[src/rtl/song_window_fetcher.sv]
// rtl/song_window_fetcher.sv - reads current/previous block descriptors, then fetches up to WINDOW notes
// into a registered window returned over a valid/ack handshake.
module song_window_fetcher #(
    parameter int NOTE_W     = 16,
    parameter int ADDR_W     = 9,
    parameter int SIZE_W     = 3,
    parameter int WINDOW     = 4,
    parameter int NUM_BLOCKS = 32
) (
    input  logic                     clk,
    input  logic                     rst,
    input  logic                     req,
    input  logic [ADDR_W-1:0]        block_idx,
    output logic                     ready,
    output logic                     desc_en,
    output logic [ADDR_W-1:0]        desc_addr,
    input  logic [ADDR_W+SIZE_W-1:0] desc_rdata,
    output logic                     mem_en,
    output logic [ADDR_W-1:0]        mem_addr,
    input  logic [NOTE_W-1:0]        mem_rdata,
    output logic [WINDOW*NOTE_W-1:0] win_out,
    output logic [SIZE_W-1:0]        block_size,
    output logic [SIZE_W-1:0]        prev_size,
    output logic [ADDR_W-1:0]        start_addr,
    output logic                     truncated,
    output logic                     err,
    output logic                     valid,
    input  logic                     ack
);
    localparam int CNT_W  = $clog2(WINDOW + 1);
    localparam int LANE_W = (WINDOW > 1) ? $clog2(WINDOW) : 1;

    localparam logic [2:0] S_IDLE      = 3'd0;
    localparam logic [2:0] S_DESC_CUR  = 3'd1;
    localparam logic [2:0] S_DESC_PREV = 3'd2;
    localparam logic [2:0] S_FETCH     = 3'd3;
    localparam logic [2:0] S_DRAIN     = 3'd4;
    localparam logic [2:0] S_DONE      = 3'd5;

    logic [2:0]                         state_q, state_d;
    logic [ADDR_W-1:0]                  idx_q, idx_d;
    logic                               err_q, err_d;
    logic [ADDR_W-1:0]                  start_q, start_d;
    logic [SIZE_W-1:0]                  size_q, size_d;
    logic [SIZE_W-1:0]                  prev_q, prev_d;
    logic                               trunc_q, trunc_d;
    logic [CNT_W-1:0]                   n_q, n_d;
    logic [CNT_W-1:0]                   k_q, k_d;
    logic                               rd_pend_q, rd_pend_d;
    logic [LANE_W-1:0]                  rd_lane_q, rd_lane_d;
    logic [WINDOW-1:0][NOTE_W-1:0]      win_q, win_d;
    logic [SIZE_W-1:0]                  desc_size;

    assign desc_size = desc_rdata[SIZE_W-1:0];

    always_comb begin
        state_d   = state_q;
        idx_d     = idx_q;
        err_d     = err_q;
        start_d   = start_q;
        size_d    = size_q;
        prev_d    = prev_q;
        trunc_d   = trunc_q;
        n_d       = n_q;
        k_d       = k_q;
        rd_pend_d = 1'b0;
        rd_lane_d = rd_lane_q;
        win_d     = win_q;
        desc_en   = 1'b0;
        desc_addr = '0;
        mem_en    = 1'b0;
        mem_addr  = '0;
        case (state_q)
            S_IDLE: begin
                if (req) begin
                    idx_d   = block_idx;
                    err_d   = (32'(block_idx) >= NUM_BLOCKS);
                    win_d   = '0;
                    start_d = '0;
                    size_d  = '0;
                    prev_d  = '0;
                    trunc_d = 1'b0;
                    n_d     = '0;
                    k_d     = '0;
                    state_d = S_DESC_CUR;
                end
            end
            S_DESC_CUR: begin
                // Out-of-range index skips every RAM access and reports immediately.
                if (err_q) begin
                    state_d = S_DONE;
                end else begin
                    desc_en   = 1'b1;
                    desc_addr = idx_q;
                    state_d   = S_DESC_PREV;
                end
            end
            S_DESC_PREV: begin
                start_d = desc_rdata[ADDR_W+SIZE_W-1:SIZE_W];
                size_d  = desc_size;
                if (32'(desc_size) > WINDOW) begin
                    n_d     = CNT_W'(WINDOW);
                    trunc_d = 1'b1;
                end else begin
                    n_d     = CNT_W'(desc_size);
                end
                if (idx_q != '0) begin
                    desc_en   = 1'b1;
                    desc_addr = idx_q - ADDR_W'(1);
                end
                state_d = S_FETCH;
            end
            S_FETCH: begin
                // k is still 0 only on the entry cycle, when the previous descriptor arrives.
                if (k_q == '0) begin
                    prev_d = (idx_q != '0) ? desc_size : '0;
                end
                if (rd_pend_q) begin
                    win_d[rd_lane_q] = mem_rdata;
                end
                if (n_q == '0) begin
                    state_d = S_DRAIN;
                end else begin
                    mem_en    = 1'b1;
                    mem_addr  = start_q + ADDR_W'(k_q);
                    rd_pend_d = 1'b1;
                    rd_lane_d = LANE_W'(k_q);
                    k_d       = k_q + CNT_W'(1);
                    if (k_q == n_q - CNT_W'(1)) begin
                        state_d = S_DRAIN;
                    end
                end
            end
            S_DRAIN: begin
                if (rd_pend_q) begin
                    win_d[rd_lane_q] = mem_rdata;
                end
                state_d = S_DONE;
            end
            S_DONE: begin
                if (ack) begin
                    state_d = S_IDLE;
                end
            end
            default: state_d = S_IDLE;
        endcase
    end

    always_ff @(posedge clk) begin
        if (rst) begin
            state_q   <= S_IDLE;
            idx_q     <= '0;
            err_q     <= 1'b0;
            start_q   <= '0;
            size_q    <= '0;
            prev_q    <= '0;
            trunc_q   <= 1'b0;
            n_q       <= '0;
            k_q       <= '0;
            rd_pend_q <= 1'b0;
            rd_lane_q <= '0;
            win_q     <= '0;
        end else begin
            state_q   <= state_d;
            idx_q     <= idx_d;
            err_q     <= err_d;
            start_q   <= start_d;
            size_q    <= size_d;
            prev_q    <= prev_d;
            trunc_q   <= trunc_d;
            n_q       <= n_d;
            k_q       <= k_d;
            rd_pend_q <= rd_pend_d;
            rd_lane_q <= rd_lane_d;
            win_q     <= win_d;
        end
    end

    assign ready      = (state_q == S_IDLE);
    assign valid      = (state_q == S_DONE);
    assign win_out    = win_q;
    assign block_size = size_q;
    assign prev_size  = prev_q;
    assign start_addr = start_q;
    assign truncated  = trunc_q;
    assign err        = err_q;
endmodule

[config.mk]
export PLATFORM = sky130hd
export DESIGN_NAME = song_window_fetcher
export DESIGN_NICKNAME = d
export VERILOG_FILES = /design/src/rtl/song_window_fetcher.sv
export SDC_FILE = /design/constraint.sdc
export NUM_CORES = 1
export LEC_CHECK = 0
export ABC_AREA = 1
export CAP_MARGIN = 20
export CORE_MARGIN = 2
export CORE_UTILIZATION = 46
export DETAILED_ROUTE_END_ITERATION = 8
export GPL_ROUTABILITY_DRIVEN = 0
export GPL_TIMING_DRIVEN = 0
export PLACE_DENSITY = 0.81
export SYNTH_ARGS = -nofsm -noshare
export SYNTH_HDL_FRONTEND = slang
export SYNTH_SLANG_ARGS = --single-unit
[constraint.sdc]
create_clock -name clk -period 2.32 [get_ports clk]
set_clock_uncertainty 0.05 [all_clocks]
set_input_delay 0.348 -clock clk [delete_from_list [all_inputs] [get_ports clk]]
set_output_delay 0.348 -clock clk [all_outputs]
set_load 0.1 [all_outputs]
* After elaboration in Yosys (flattened, before gate mapping)
Cells that the tools add are included.
** Storage, ports and cells
- Register bits :: 102
- Input bits :: 41
- Output and inout bits :: 103
- Logic and storage cells :: 90
** Operators by class
- Add/sub/neg operators :: 4
- Magnitude comparators :: 4
- Equal/unequal tests :: 13
- Muxes and demuxes :: 36
- Bitwise logic cells :: 1
- Reduce and logical (&&, ||, !) cells :: 17
** Operators by type and width (count)
- 2-to-1 mux 64 bit :: 2
- case mux 64 bit (2 select lines) :: 1
- bitwise mux 64 bit :: 1
- 2-to-1 mux 9 bit :: 5
- case mux 9 bit (2 select lines) :: 2
- demux 16 bit (select 2 bit) :: 1
- 2-to-1 mux 3 bit :: 10
- case mux 3 bit (2 select lines) :: 4
- case mux 3 bit (6 select lines) :: 1
- 2-to-1 mux 16 bit :: 1
- AND reduction 3 bit :: 5
- adder 9 x 3 -> 9 bit :: 1
- greater-or-equal comparator 9 x 6 -> 1 bit, second input constant :: 1
- zero test 3 bit :: 3
- nonzero test 9 bit :: 1
- subtractor 9 x 1 -> 9 bit, second input constant :: 1
- != test 2 bit, second input constant :: 4
- == test 3 x 2 -> 1 bit, second input constant :: 2
- == test 3 bit, second input constant :: 2
- 2-to-1 mux 1 bit :: 6
- AND reduction 2 bit :: 3
- nonzero test 2 bit :: 3
- != test 2 x 1 -> 1 bit, second input constant :: 2
- case mux 1 bit (2 select lines) :: 2
- other kinds (11) :: 11

* Depth between registers and ports, before layout
- Depth after elaboration :: 7
- Depth in mapped cells :: 11
- Depth with buffers taken out :: 11

* Least setup slack after synthesis
OpenSTA, ideal clock, no wires.
- Path kind :: reg2out
- From :: reg start_q[0], in the netlist start_addr[0]
- To :: out mem_addr[8]
- Arrival :: 4.275 ns
- Setup slack :: -2.353 ns
- Stages on the path, launching flop included :: 7
- Path buffers :: 0
- Cells stage by stage :: dfxtp_1 ha_1 fa_1 nand2_1 a21boi_0 a31oi_1 nor3b_1
** Between the ends
- Longest elaborated chain between the ends :: 3
** Ends and longest elaborated chain
- start, declared :: RTL line 43 : logic [ADDR_W-1:0] start_q, start_d;
- start signal, assigned :: RTL line 167 : start_q <= start_d;
- adder 9 x 3 -> 9 bit :: RTL line 125 : mem_addr = start_q + ADDR_W'(k_q);
- 2-to-1 mux 9 bit :: RTL line 121 : if (n_q == '0) begin
- 2-to-1 mux 9 bit :: RTL line 73 : case (state_q)
- end, declared :: RTL line 19 : output logic [ADDR_W-1:0] mem_addr,
No other way between the ends.

* Worst setup path in the final report
Ends and elaborated chain as after synthesis.

==> results.py <==
metrics = {
    "cells_and_area": {
        "final_area_sq_um": 6710,
        "seqCellArea_sq_um": 2050,
        "area_growth_pct": 56.4,
        "fin_util_pct": 73.3,
        "drive_above_1_share_pct": 18.4,
        "n_fill_cell": 680,
        "nNetsFinal": 801,
        "multi_input_area_sq_um": 2350,
        "num_antenna_cells": 0,
    },
    "sta": {
        "tightest_slew_ns": 1.03,
        "period_share_pct": 101,
        "rsz0062_at_grt": "yes",
        "finalSetupViolCount": 2,
        "hold_viol_final": 0,
        "fin_ws_ns": -0.0348,
        "period_minus_slack_ns": 2.35,
        "relSlewSlack_pct": 31.0,
        "slew_violations": 0,
        "max_freq_mhz": 425,
    },
    "floorplanning": {
        "die_h_um": 101,
        "die_area_sq_um": 10100,
        "ioPinCount": 144,
        "rows": 35,
        "initial_utilization_pct": 46.9,
        "core_area_sq_um": 9150,
        "die_x_um": 101,
    },
    "global_route": {
        "grt.total_usage_pct": 26.1,
        "grt_pass1_vias": 4349,
        "antenna_found_initial": 0,
        "grt_max_degree": 19,
        "grt.overflow.total": 0,
        "grt_pass1_wl_um": 21000,
    },
    "synth": {
        "synth_ff_type": "dfxtp_1",
        "synthDistinctLibCells": 33,
        "synthTopCellsByArea": "dfxtp_1 47%, nand2_1 18%, a21oi_1 12%, inv_1 2.9%, nand3_1 2.6%",
        "synth-simple-area-share_pct": 26.6,
        "synth_top_family_by_area": "simple AND/OR/NAND/NOR gates",
        "synth_area_leader_cell": "dfxtp_1",
        "synth_compound_area_share_pct": 16.3,
        "synth_xor_area_share_pct": 1.02,
        "avgSynthCellArea_sq_um": 7.41,
        "synthMuxAreaShare_pct": 0,
        "ys_seq_area_share_pct": 47.1,
        "yosys_warnings": 0,
        "syn_nets": 629,
        "ys_ff_latch": 101,
        "synthAdderAreaFrac_pct": 2.80,
        "synth_enable_flop_cells": 0,
        "async_flop_share_pct": 0,
        "synth_area_sq_um": 4290,
        "synth_top_area_share_pct": 47.1,
        "synth_cells": 579,
    },
    "clock_tree": {
        "ctsHoldBuffers": 0,
        "clock_latency_ns": 0.37,
        "numCtsBuffers": 9,
        "clockBufferDepth": 2,
        "cts_max_level": 3,
        "clkSlewWorstSetupHoldPaths_ns": 0.10,
        "cts_tree": "built",
        "clock-sinks": 101,
        "ctsRootBufferMaster": "clkbuf_8",
    },
    "worst_setup_path": {
        "end_kind": "primary output",
        "worstSetupPathType": "reg -> out",
        "arrival_ns": 1.96,
        "crit_chain": "ha_4 -> fa_2 -> nand2_2 -> a21boi_4 -> a31oi_4 -> nor3b_4 -> buf_12",
        "slowest_delay_ns": 0.37,
        "cp_num_buf_inv": 1,
        "worstPathRequired_ns": 1.92,
        "critical-path-top-delay-family": "flip-flops",
        "slowest_stage": "dfxtp_4",
        "cp_max_fo": 6,
        "start_kind": "flop",
    },
    "pwr": {
        "vdd_ir_drop_max_mv": 0.562,
        "total_power_mw": 6.02,
        "power_density_nw_per_um2": 897,
        "leakagePower_nw": 2.59,
    },
    "drt": {
        "met2_length_um": 6590,
        "drt_iter0_drc": 232,
        "dr.pass1.iters": 4,
        "routedWlPerCell_um": 15.4,
        "m1WireLength_um": 5700,
        "vias_per_cell": 5.21,
        "wl_met3_um": 820,
        "vias": 4515,
        "routed.top_layer": "met4",
        "routed_wl_um": 13400,
        "remaining_drc_errors": 0,
        "drtAntennaViolNets": 0,
    },
    "min_path": {
        "min_path_type": "reg -> reg",
    },
    "flow_run": {
        "maxCapViolations": 0,
    },
    "placed_design": {
        "postPlaceCellArea_sq_um": 6150,
        "dp_hpwl_um": 9940,
        "port_buffers": 143,
    },
    "run_status": {
        "status": "finished with violations",
        "violations": "negative setup slack",
    },
}
==> state kept, by name, indices dropped and copies added, names as in the netlist <==
| register | count |
|---|---|
| truncated | 1 |
| err | 1 |
| state_q | 3 |
| win_out | 64 |
| prev_size | 3 |
| n_q | 2 |
| rd_lane_q | 2 |
| start_addr | 9 |
| k_q | 3 |
| rd_pend_q | 1 |
| block_size | 3 |
| idx_q | 9 |
==> cell type report <==
class                   count  share of cell area (%)
plain buffers              24                    2.22
clock buffers              10                    1.90
clock inverters             6                   0.802
inverters                  36                    2.14
multi-input cells         418                    35.0
flip-flops and latches    101                    30.6
well taps                 111                    2.07
repair buffers            161                    25.3
==> cells in the final DEF, fill, tap and decap left out, types with 2 or more instances in the layout <==
cell type        Yosys  layout
clkinvlp_4           0       2
clkdlybuf4s50_1      0     103
a21oi_1            103     100
nand3_4              0       3
inv_2                3       8
nand2_8              1       2
o21ai_0             19      16
buf_12               0      11
buf_2                5       4
o21ai_1              0       3
nand4_1              2       2
clkbuf_8             0       9
clkinv_4             0       2
nor3_1               4       3
dlymetal6s2s_1       0      12
dfxtp_2              0       7
ha_1                 8       5
inv_1               33      25
nand3_1             22      20
clkbuf_1            11      12
ha_4                 0       3
buf_4                5      27
dfxtp_4              0       6
a21oi_4              0       3
clkdlybuf4s15_2      0       2
xor2_1               4       4
buf_8                0       2
inv_6                0       2
buf_6                2       6
nand2_4              1       3
dlygate4sd2_1        0       7
nor2_4               2       7
nand2_2              6       9
nor3_4               2       3
nor2_2               2       3
nor2_1              23      17
nand2_1            202     196
o22ai_4              0       6
dfxtp_1            101      88
inv_4                0       2
==> synthesized netlist by cell type (2+ instances only) <==
master and instances:
buf_6 2, nand4_1 2, a21oi_1 103, inv_1 33, o21ai_0 19, ha_1 8, nand2_1 202, clkbuf_1 11
nor2_1 23, nand3_1 22, nor3_1 4, nand2_2 6, nor2_4 2, a211oi_1 2, inv_2 3, buf_4 5
dfxtp_1 101, nor2_2 2, buf_2 5, xor2_1 4, nor3_4 2, o22ai_1 7
==> per-stage QoR <==
| stage | std cells | setup slack (ns) | setup TNS (ns) | hold slack [ns] |
|---|---|---|---|---|
| after floorplan | 579 | -0.379 | -0.817 | 0.389 |
| after global placement | 833 | -0.848 | -13.47 | 0.397 |
| after detailed placement | 833 | -0.952 | -14.92 | 0.403 |
| after CTS | 857 | -0.0499 | -0.122 | 0.418 |
| after global routing | 867 | -0.125 | -0.441 | 0.440 |
| final | 867 | -0.0348 | -0.0386 | 0.416 |
==> final timing paths <==
kind                      start     endpoint  slack [ns]  depth (start not counted)
hold / removal      win_out[38]  win_out[38]        0.42                          2
setup / recovery  start_addr[0]  mem_addr[8]       -0.03                          7
setup reg to reg     state_q[2]  win_out[40]        0.52                          9
hold reg to reg     win_out[38]  win_out[38]        0.42                          2
==> power by group <==
| group | leakage, nW | switching (mW) | total [mW] | internal, mW |
|---|---|---|---|---|
| Combinational | 1.68 | 2.09 | 2.97 | 0.878 |
| Clock | 0.0894 | 0.649 | 1.06 | 0.410 |
| Sequential | 0.825 | 0.132 | 1.99 | 1.86 |
==> kinds of logic after synthesis <==
family	after synthesis
and+or+nand+nor	269
AOI/OAI and AO/OA	135
DFF	101
buffers and inverters	60
adders and majority gates	9
xor gates and xnor gates	5
==> routing by layer <==
layer  track usage, %  up-vias
met5                0        -
met4             9.91        0
met3             4.85       14
met2             43.6      131
met1             33.8     2132
li1                 -     2238
==> tightest hold or removal path, stage by stage (launching register included) <==
cell	delay, ns
dfxtp_1	0.32
nand2_1	0.06
a21oi_1	0.05
==> timing repair <==
| item | in CTS | in global routing |
|---|---|---|
| pin swaps | 5 | 5 |
| endpoints found under the hold margin | 0 | 0 |
| buffers inserted | 8 | 10 |
| resized for setup | 181 | 36 |
| setup endpoints to repair | 27 | 30 |
Power figures use the tool's default switching activity.
